$ cat config.mk
export PLATFORM = sky130hd
export DESIGN_NAME = beam_trigger_gen
export DESIGN_NICKNAME = d
export VERILOG_FILES = /design/src/rtl/beam_trig_pkg.sv /design/src/rtl/sat_counter.sv /design/src/rtl/beam_trigger_gen.sv
export SDC_FILE = /design/constraint.sdc
export NUM_CORES = 1
export LEC_CHECK = 0
export CAP_MARGIN = 20
export CORE_UTILIZATION = 64
export DETAILED_ROUTE_END_ITERATION = 12
export DONT_BUFFER_PORTS = 1
export PLACE_DENSITY = 0.8
export SLEW_MARGIN = 5
export SYNTH_ARGS = -nofsm -noshare
export SYNTH_HDL_FRONTEND = slang
export SYNTH_SLANG_ARGS = --single-unit
$ cat constraint.sdc
create_clock -name clk_i -period 3.1 [get_ports clk_i]
set_input_delay 0.31 -clock clk_i [delete_from_list [all_inputs] [get_ports clk_i]]
set_output_delay 0.31 -clock clk_i [all_outputs]
set_load 0.1 [all_outputs]
$ cat src/rtl/beam_trig_pkg.sv
// beam_trig_pkg: shared types and default widths for the beam trigger generator.
package beam_trig_pkg;
    localparam int NBEAMS_DEFAULT  = 46;
    localparam int TS_BITS_DEFAULT = 32;

    typedef enum logic {IDLE, ACCUM} trig_state_t;

    typedef struct packed {
        logic [NBEAMS_DEFAULT-1:0]  beams;
        logic [TS_BITS_DEFAULT-1:0] ts;
    } beam_event_t;
endpackage

$ cat src/rtl/sat_counter.sv
// sat_counter: saturating up-counter with synchronous clear; a clear coinciding with an increment yields 1.
module sat_counter #(
    parameter int W = 16
) (
    input  logic         clk,
    input  logic         rst_n,
    input  logic         inc,
    input  logic         clr,
    output logic [W-1:0] count
);
    always_ff @(posedge clk or negedge rst_n) begin
        if (!rst_n)
            count <= '0;
        else if (clr)
            count <= W'(inc);
        else if (inc && count != '1)
            count <= count + 1'b1;
    end
endmodule

$ cat src/rtl/beam_trigger_gen.sv
// beam_trigger_gen: masks per-beam triggers, ORs beams over a holdoff window and emits
// timestamped single-entry event records over valid/ready, counting triggers dropped on a full slot.
module beam_trigger_gen
    import beam_trig_pkg::*;
#(
    parameter int NBEAMS       = NBEAMS_DEFAULT,
    parameter int HOLDOFF_BITS = 16,
    parameter int TS_BITS      = TS_BITS_DEFAULT,
    parameter int DROP_BITS    = 16
) (
    input  logic                    clk_i,
    input  logic                    rst_ni,
    input  logic [NBEAMS-1:0]       trigger_i,
    input  logic [NBEAMS-1:0]       mask_i,
    input  logic [HOLDOFF_BITS-1:0] holdoff_i,
    input  logic                    cnt_clr_i,
    output logic                    trig_o,
    output logic                    event_valid_o,
    input  logic                    event_ready_i,
    output logic [NBEAMS-1:0]       event_beams_o,
    output logic [TS_BITS-1:0]      event_ts_o,
    output logic [DROP_BITS-1:0]    drop_count_o
);
    trig_state_t             state, next_state;
    beam_event_t             slot;
    logic [TS_BITS-1:0]      ts_cnt, ts_lat, wr_ts;
    logic [NBEAMS-1:0]       hit, pattern, wr_beams;
    logic [HOLDOFF_BITS-1:0] hold;
    logic                    any_hit, slot_free, accept, drop, write, last;

    assign hit       = trigger_i & ~mask_i;
    assign any_hit   = |hit;
    assign slot_free = ~event_valid_o | event_ready_i;
    assign last      = hold == HOLDOFF_BITS'(1);

    always_ff @(posedge clk_i or negedge rst_ni) begin
        if (!rst_ni)
            state <= IDLE;
        else
            state <= next_state;
    end

    always_comb begin
        accept     = state == IDLE && any_hit && slot_free;
        drop       = state == IDLE && any_hit && !slot_free;
        write      = state == ACCUM ? last : accept && holdoff_i == '0;
        wr_beams   = state == ACCUM ? pattern | hit : hit;
        wr_ts      = state == ACCUM ? ts_lat : ts_cnt;
        next_state = state == ACCUM ? (last ? IDLE : ACCUM)
                                    : (accept && holdoff_i != '0 ? ACCUM : IDLE);
    end

    // The ACCUM write never collides with a pending record: acceptance required a free slot.
    always_ff @(posedge clk_i or negedge rst_ni) begin
        if (!rst_ni) begin
            ts_cnt        <= '0;
            ts_lat        <= '0;
            pattern       <= '0;
            hold          <= '0;
            trig_o        <= 1'b0;
            event_valid_o <= 1'b0;
            slot          <= '0;
        end else begin
            ts_cnt <= ts_cnt + 1'b1;
            trig_o <= accept;
            if (accept) begin
                pattern <= hit;
                ts_lat  <= ts_cnt;
                hold    <= holdoff_i;
            end else if (state == ACCUM) begin
                pattern <= pattern | hit;
                hold    <= hold - 1'b1;
            end
            if (write) begin
                slot          <= '{beams: wr_beams, ts: wr_ts};
                event_valid_o <= 1'b1;
            end else if (event_ready_i) begin
                event_valid_o <= 1'b0;
            end
        end
    end

    assign event_beams_o = slot.beams;
    assign event_ts_o    = slot.ts;

    sat_counter #(.W(DROP_BITS)) u_drop_cnt (
        .clk   (clk_i),
        .rst_n (rst_ni),
        .inc   (drop),
        .clr   (cnt_clr_i),
        .count (drop_count_o)
    );
endmodule

# Word level (Yosys, flattened, before mapping)
# Index checks and enable logic that the tools add are counted.
dict set report op_classes {
  add_sub_neg 3
  n_eq_ne 2
  mux 14
  bitwise_logic 6
  reduce_logical 13
}
# operator n
set op_table {}
lappend op_table {{$mux W46} 3}
lappend op_table {{$mux W16} 4}
lappend op_table {{$and A46 B46 Y46} 1}
lappend op_table {{$not A46 Y46} 1}
lappend op_table {{$or A46 B46 Y46} 1}
lappend op_table {{$reduce_or A46 Y1} 1}
lappend op_table {{$add A32 B1 Y32 const B} 1}
lappend op_table {{$mux W32} 1}
lappend op_table {{$add A16 B1 Y16 const B} 1}
lappend op_table {{$eq A16 B1 Y1 const B} 1}
lappend op_table {{$logic_not A16 Y1} 1}
lappend op_table {{$ne A16 B16 Y1 const B} 1}
lappend op_table {{$reduce_bool A16 Y1} 1}
lappend op_table {{$sub A16 B1 Y16 const B} 1}
lappend op_table {{$logic_and A1 B1 Y1} 6}
lappend op_table {{$mux W1} 6}
lappend op_table {{$reduce_bool A2 Y1} 3}
lappend op_table {{$not A1 Y1} 2}
lappend op_table {{$logic_not A1 Y1} 1}
lappend op_table {{$or A1 B1 Y1} 1}
dict set report totals {
  ff_bits 223
  inputBits 112
  output_inout_bits 96
  word_cells 48
}

# Depth between registers and ports, before layout
dict set report depth {
  depth_word 8
  depth_mapped 9
  ltp_nobuf 8
}

# Cells and area by module
# From an unflattened synthesis, not the netlist that was laid out.
dict set report hier_totals {
  cells_unflattened 1019
  hier_area_um2 10786.6
}
# mod instances cells_per_inst area_each_um2 seq_area_each_um2
set by_module_without_submodules {}
lappend by_module_without_submodules {beam_trigger_gen 1 917 9826.9 5180.0}
lappend by_module_without_submodules {sat_counter 1 102 959.7 400.4}

# Worst setup path after synthesis
# OpenSTA, ideal clock, no wires.
dict set report synth_path {
  path_kind {register to register}
  from {register event_valid_o}
  to {register u_drop_cnt.count[13]}
  arrival_time_ns 2.744
  required_ns 3.022
  setup_slack_ns 0.278
  path_stages_with_launch 8
  cell_sequence {dfrtp_1 or3b_1 buf_6 nor3_4 nand3_2 or4_4 or4_1 a21oi_1}
}
dict set report synth_via {
  elab_chain_len 6
}
# element line_no
set synth_lines {}
lappend synth_lines {{start, declared} beam_trigger_gen.sv:18} ;# output logic event_valid_o,
lappend synth_lines {{start signal, assigned} beam_trigger_gen.sv:61} ;# event_valid_o <= 1'b0;
lappend synth_lines {{start signal, assigned} beam_trigger_gen.sv:76} ;# event_valid_o <= 1'b1;
lappend synth_lines {{start signal, assigned} beam_trigger_gen.sv:78} ;# event_valid_o <= 1'b0;
lappend synth_lines {{$not A1 Y1} beam_trigger_gen.sv:33} ;# assign slot_free = ~event_valid_o | event_ready_i;
lappend synth_lines {{$or A1 B1 Y1} beam_trigger_gen.sv:33}
lappend synth_lines {{$logic_not A1 Y1} beam_trigger_gen.sv:45} ;# drop = state == IDLE && any_hit && !slot_free;
lappend synth_lines {{$logic_and A1 B1 Y1} beam_trigger_gen.sv:45}
lappend synth_lines {{$logic_and A1 B1 Y1} sat_counter.sv:16} ;# else if (inc && count != '1)
lappend synth_lines {{$reduce_bool A2 Y1 (no line)} --}
lappend synth_lines {{end signal, assigned} sat_counter.sv:15} ;# count <= W'(inc);
lappend synth_lines {{end signal, assigned} sat_counter.sv:17} ;# count <= count + 1'b1;
lappend synth_lines {{end, declared} sat_counter.sv:9} ;# output logic [W-1:0] count
# Every way passes these cells.
# A chain may end at the register's enable or synchronous reset.

# Final worst setup path
dict set report layout_path {
  from {register hold[4]}
  to {register slot (netlist bit event_beams_o[31])}
}
dict set report layout_via {
  elab_chain_len 2
}
# element line_no
set layout_lines {}
lappend layout_lines {{start, declared} beam_trigger_gen.sv:28} ;# logic [HOLDOFF_BITS-1:0] hold;
lappend layout_lines {{start signal, assigned} beam_trigger_gen.sv:69} ;# hold <= holdoff_i;
lappend layout_lines {{start signal, assigned} beam_trigger_gen.sv:72} ;# hold <= hold - 1'b1;
lappend layout_lines {{$eq A16 B1 Y1} beam_trigger_gen.sv:34} ;# assign last = hold == HOLDOFF_BITS'(1);
lappend layout_lines {{$mux W1} beam_trigger_gen.sv:46} ;# write = state == ACCUM ? last : accept && holdoff_i == '0;
lappend layout_lines {{end signal, assigned} beam_trigger_gen.sv:75} ;# slot <= '{beams: wr_beams, ts: wr_ts};
lappend layout_lines {{end, declared} beam_trigger_gen.sv:25} ;# beam_event_t slot;
# Every way passes these cells.

==> flow_summary.ini <==
[outcome]
outcome = finished, violations left
violations = negative hold slack

[drt]
via_count = 7341
viasPerCell = 6.11
ant_nets = 0
wl_per_cell_um = 19.0
routed_wl_um = 22800
drc_errors = 0
dr.first_iter.drc_count = 422
dr.pass1.iters = 4

[global_route]
grt_overflow = 0
grt_util_all_layers_pct = 27.3
grt_max_degree = 224
grt_pass1_wl_um = 36200
antenna_found_initial = 0
grt_pass1_vias = 7231

[final_layout]
drive_gt1_share_pct = 13.7
nNetsFinal = 1087
layout_commonest_cell = dfrtp_1
layout_common_cells = dfrtp_1 (222), nand2_1 (92), mux2_1 (76), mux2_2 (59), o21ai_0 (58)
utilization_pct = 73.2
syn_to_final_growth_pct = 11.3
final_area_um2 = 11700
antennaDiodeCount = 0

[sta]
min_period_over_period_pct = 86.6
finalCriticalPeriod_ns = 2.68
rsz0062_at_grt = false
setup_viol = 0
maxSlewViolCount = 0
hold_violations = 223
timing.hold.ws_ns = -0.497
tightest_slew_ns = 0.963
slew_headroom_pct = 35.8
clock_skew_ns = 0.00922
fmax_mhz = 372
finalSetupTns_ns = 0

[clock_network]
clock_path_buffers = 3
cts_hold_buf = 9
post_cts_buffers = 0
clk_latency_ns = 0.50
h-tree-depth = 1
cts.clk_slew.worst_paths_ns = 0.06
cts_buffers = 23
cts_tree = done
clkSinkCount = 223
cts-root-buf = clkbuf_16

[floorplanning]
dieHeight_um = 130
ios = 208
initial_core_util_pct = 65.8
coreArea_um2 = 15900
fp.dieW_um = 130
row_count = 46
dieArea_um2 = 16900

[critical_path]
critPathRequiredTime_ns = 3.48
reg2reg_from = hold[4]$_DFFE_PN0P_
ff2ff_path_depth = 7
path_max_fanout = 52
r2r_slack_ns = 0.42
crit_path_start_kind = flop
end_kind = flop
crit_arrival_ns = 3.06
r2r_end = event_beams_o[31]$_DFFE_PN0P_
worstSetupPathType = flop to flop

[synth]
synth_seq_cells = 223
ys_warn_count = 0
synth-edff-count = 0
syn_area_per_cell_um2 = 11.0
netlist_area_um2 = 10500
ys_seq_area_share_pct = 53.2
synth_cell_types = 55
synthTopCellsByArea = dfrtp_1 (53%), mux2_1 (8.2%), mux2_2 (6.3%)
synth_top_area_share_pct = 53.2
ys.flop_type = dfrtp_1
synth_top_area_cell = dfrtp_1
syn_inst = 951
syn_nets = 1067
async_flop_share_pct = 100

[power]
p_leak_nw = 5.10
irDropWorstVdd_uv = 503
total_power_w = 0.00639
power_density_nw_per_um2 = 547

[place]
dpl.hpwl_um = 14800
place_area_um2 = 10800
place_congestion = 0.900
port_buffers = 0

[flow_run]
max_cap_viol_count = 0

[min_path]
hold_path_class = input port to asynchronous set/reset pin
-- per-layer routing --
metal	vias to the layer above	part of all wire, %	GRT usage, %
met5	-	0	0.588
li1	3420	-	-
met3	46	5.3	4.96
met4	0	3.3	10.3
met2	210	49	46.3
met1	3665	43	35.1
-- how the worst max path moves through the flow --
stage | from | endpoint | slack, ns | cells past startpoint
2_1_floorplan | event_valid_o$_DFFE_PN0P_ | u_drop_cnt.count[13]$_DFFE_PN0P_ | 0.28 | 7
3_3_place_gp | hold[4]$_DFFE_PN0P_ | event_beams_o[2]$_DFFE_PN0P_ | 0.50 | 7
3_5_place_dp | hold[4]$_DFFE_PN0P_ | event_ts_o[29]$_DFFE_PN0P_ | 0.45 | 7
4_1_cts | hold[4]$_DFFE_PN0P_ | event_ts_o[29]$_DFFE_PN0P_ | 0.44 | 7
5_1_grt | hold[4]$_DFFE_PN0P_ | event_ts_o[20]$_DFFE_PN0P_ | 0.27 | 7
6_report | hold[4]$_DFFE_PN0P_ | event_beams_o[31]$_DFFE_PN0P_ | 0.42 | 7
-- per-stage QoR --
stage          setup WS [ns]  std cells  hold slack, ns
2_1_floorplan          0.278        951          0.0144
3_3_place_gp           0.495       1153          0.0187
3_5_place_dp           0.453       1153          0.0189
4_1_cts                0.437       1202          -0.512
5_1_grt                0.269       1202          -0.511
6_report               0.415       1202          -0.497
-- synthesized netlist by cell type (15+ instances only) --
| master | number |
|---|---|
| nor2_1 | 46 |
| inv_1 | 30 |
| a21o_1 | 15 |
| nand2_1 | 93 |
| mux2_1 | 76 |
| clkbuf_1 | 27 |
| nand4_1 | 24 |
| o21ai_0 | 58 |
| dfrtp_1 | 223 |
| buf_2 | 16 |
| mux2_2 | 59 |
| nand2b_1 | 52 |
| xnor2_1 | 23 |
| o2bb2ai_1 | 20 |
| nand3_1 | 17 |
| a21oi_1 | 33 |
-- report_power, final --
group / internal [W] / switching [W] / total, W
Combinational: 0.000218 / 0.000210 / 0.000428
Clock: 0.00167 / 0.00111 / 0.00278
Sequential: 0.00304 / 0.000143 / 0.00318
-- final cells by class --
class / count / area [µm²]
tap: 216 / 270
inverter: 31 / 116
fill: 1105 / 4270
clock buffer: 34 / 677
clock inverter: 6 / 80.1
sequential: 223 / 5580
timing repair buffer: 41 / 355
multi-input combinational: 651 / 4590
-- sequential cells by signal, indices dropped and copies added, names as in the netlist, 16 cells and up --
signal	flops
hold	16
u_drop_cnt.count	16
ts_cnt	32
event_ts_o	32
event_beams_o	46
pattern	46
ts_lat	32
-- cells by family after synthesis --
| group | Yosys count | synth area share [%] |
|---|---|---|
| flops | 223 | 53.2 |
| mux | 138 | 14.8 |
| compound gates | 175 | 10.7 |
| buf+inv | 77 | 3.09 |
| simple gates | 298 | 14.7 |
| xor+xnor | 36 | 3.01 |
| fa+ha+maj | 4 | 0.477 |
-- repair_timing --
| action | CTS | global route |
|---|---|---|
| endpoints found under the hold margin | 244 | 223 |
| resized for setup | 0 | 0 |
| setup endpoints to repair | 0 | 0 |
-- critical path, cell delays in order, from the launching register on --
cell and delay, ns:
dfrtp_1 0.43, or4_1 0.55, nor2_1 0.17, and3_1 0.20, nand2_1 0.09, o31ai_4 0.09
buf_4 0.61, mux2_1 0.39
No activity file was read; power rests on OpenSTA's default activity.
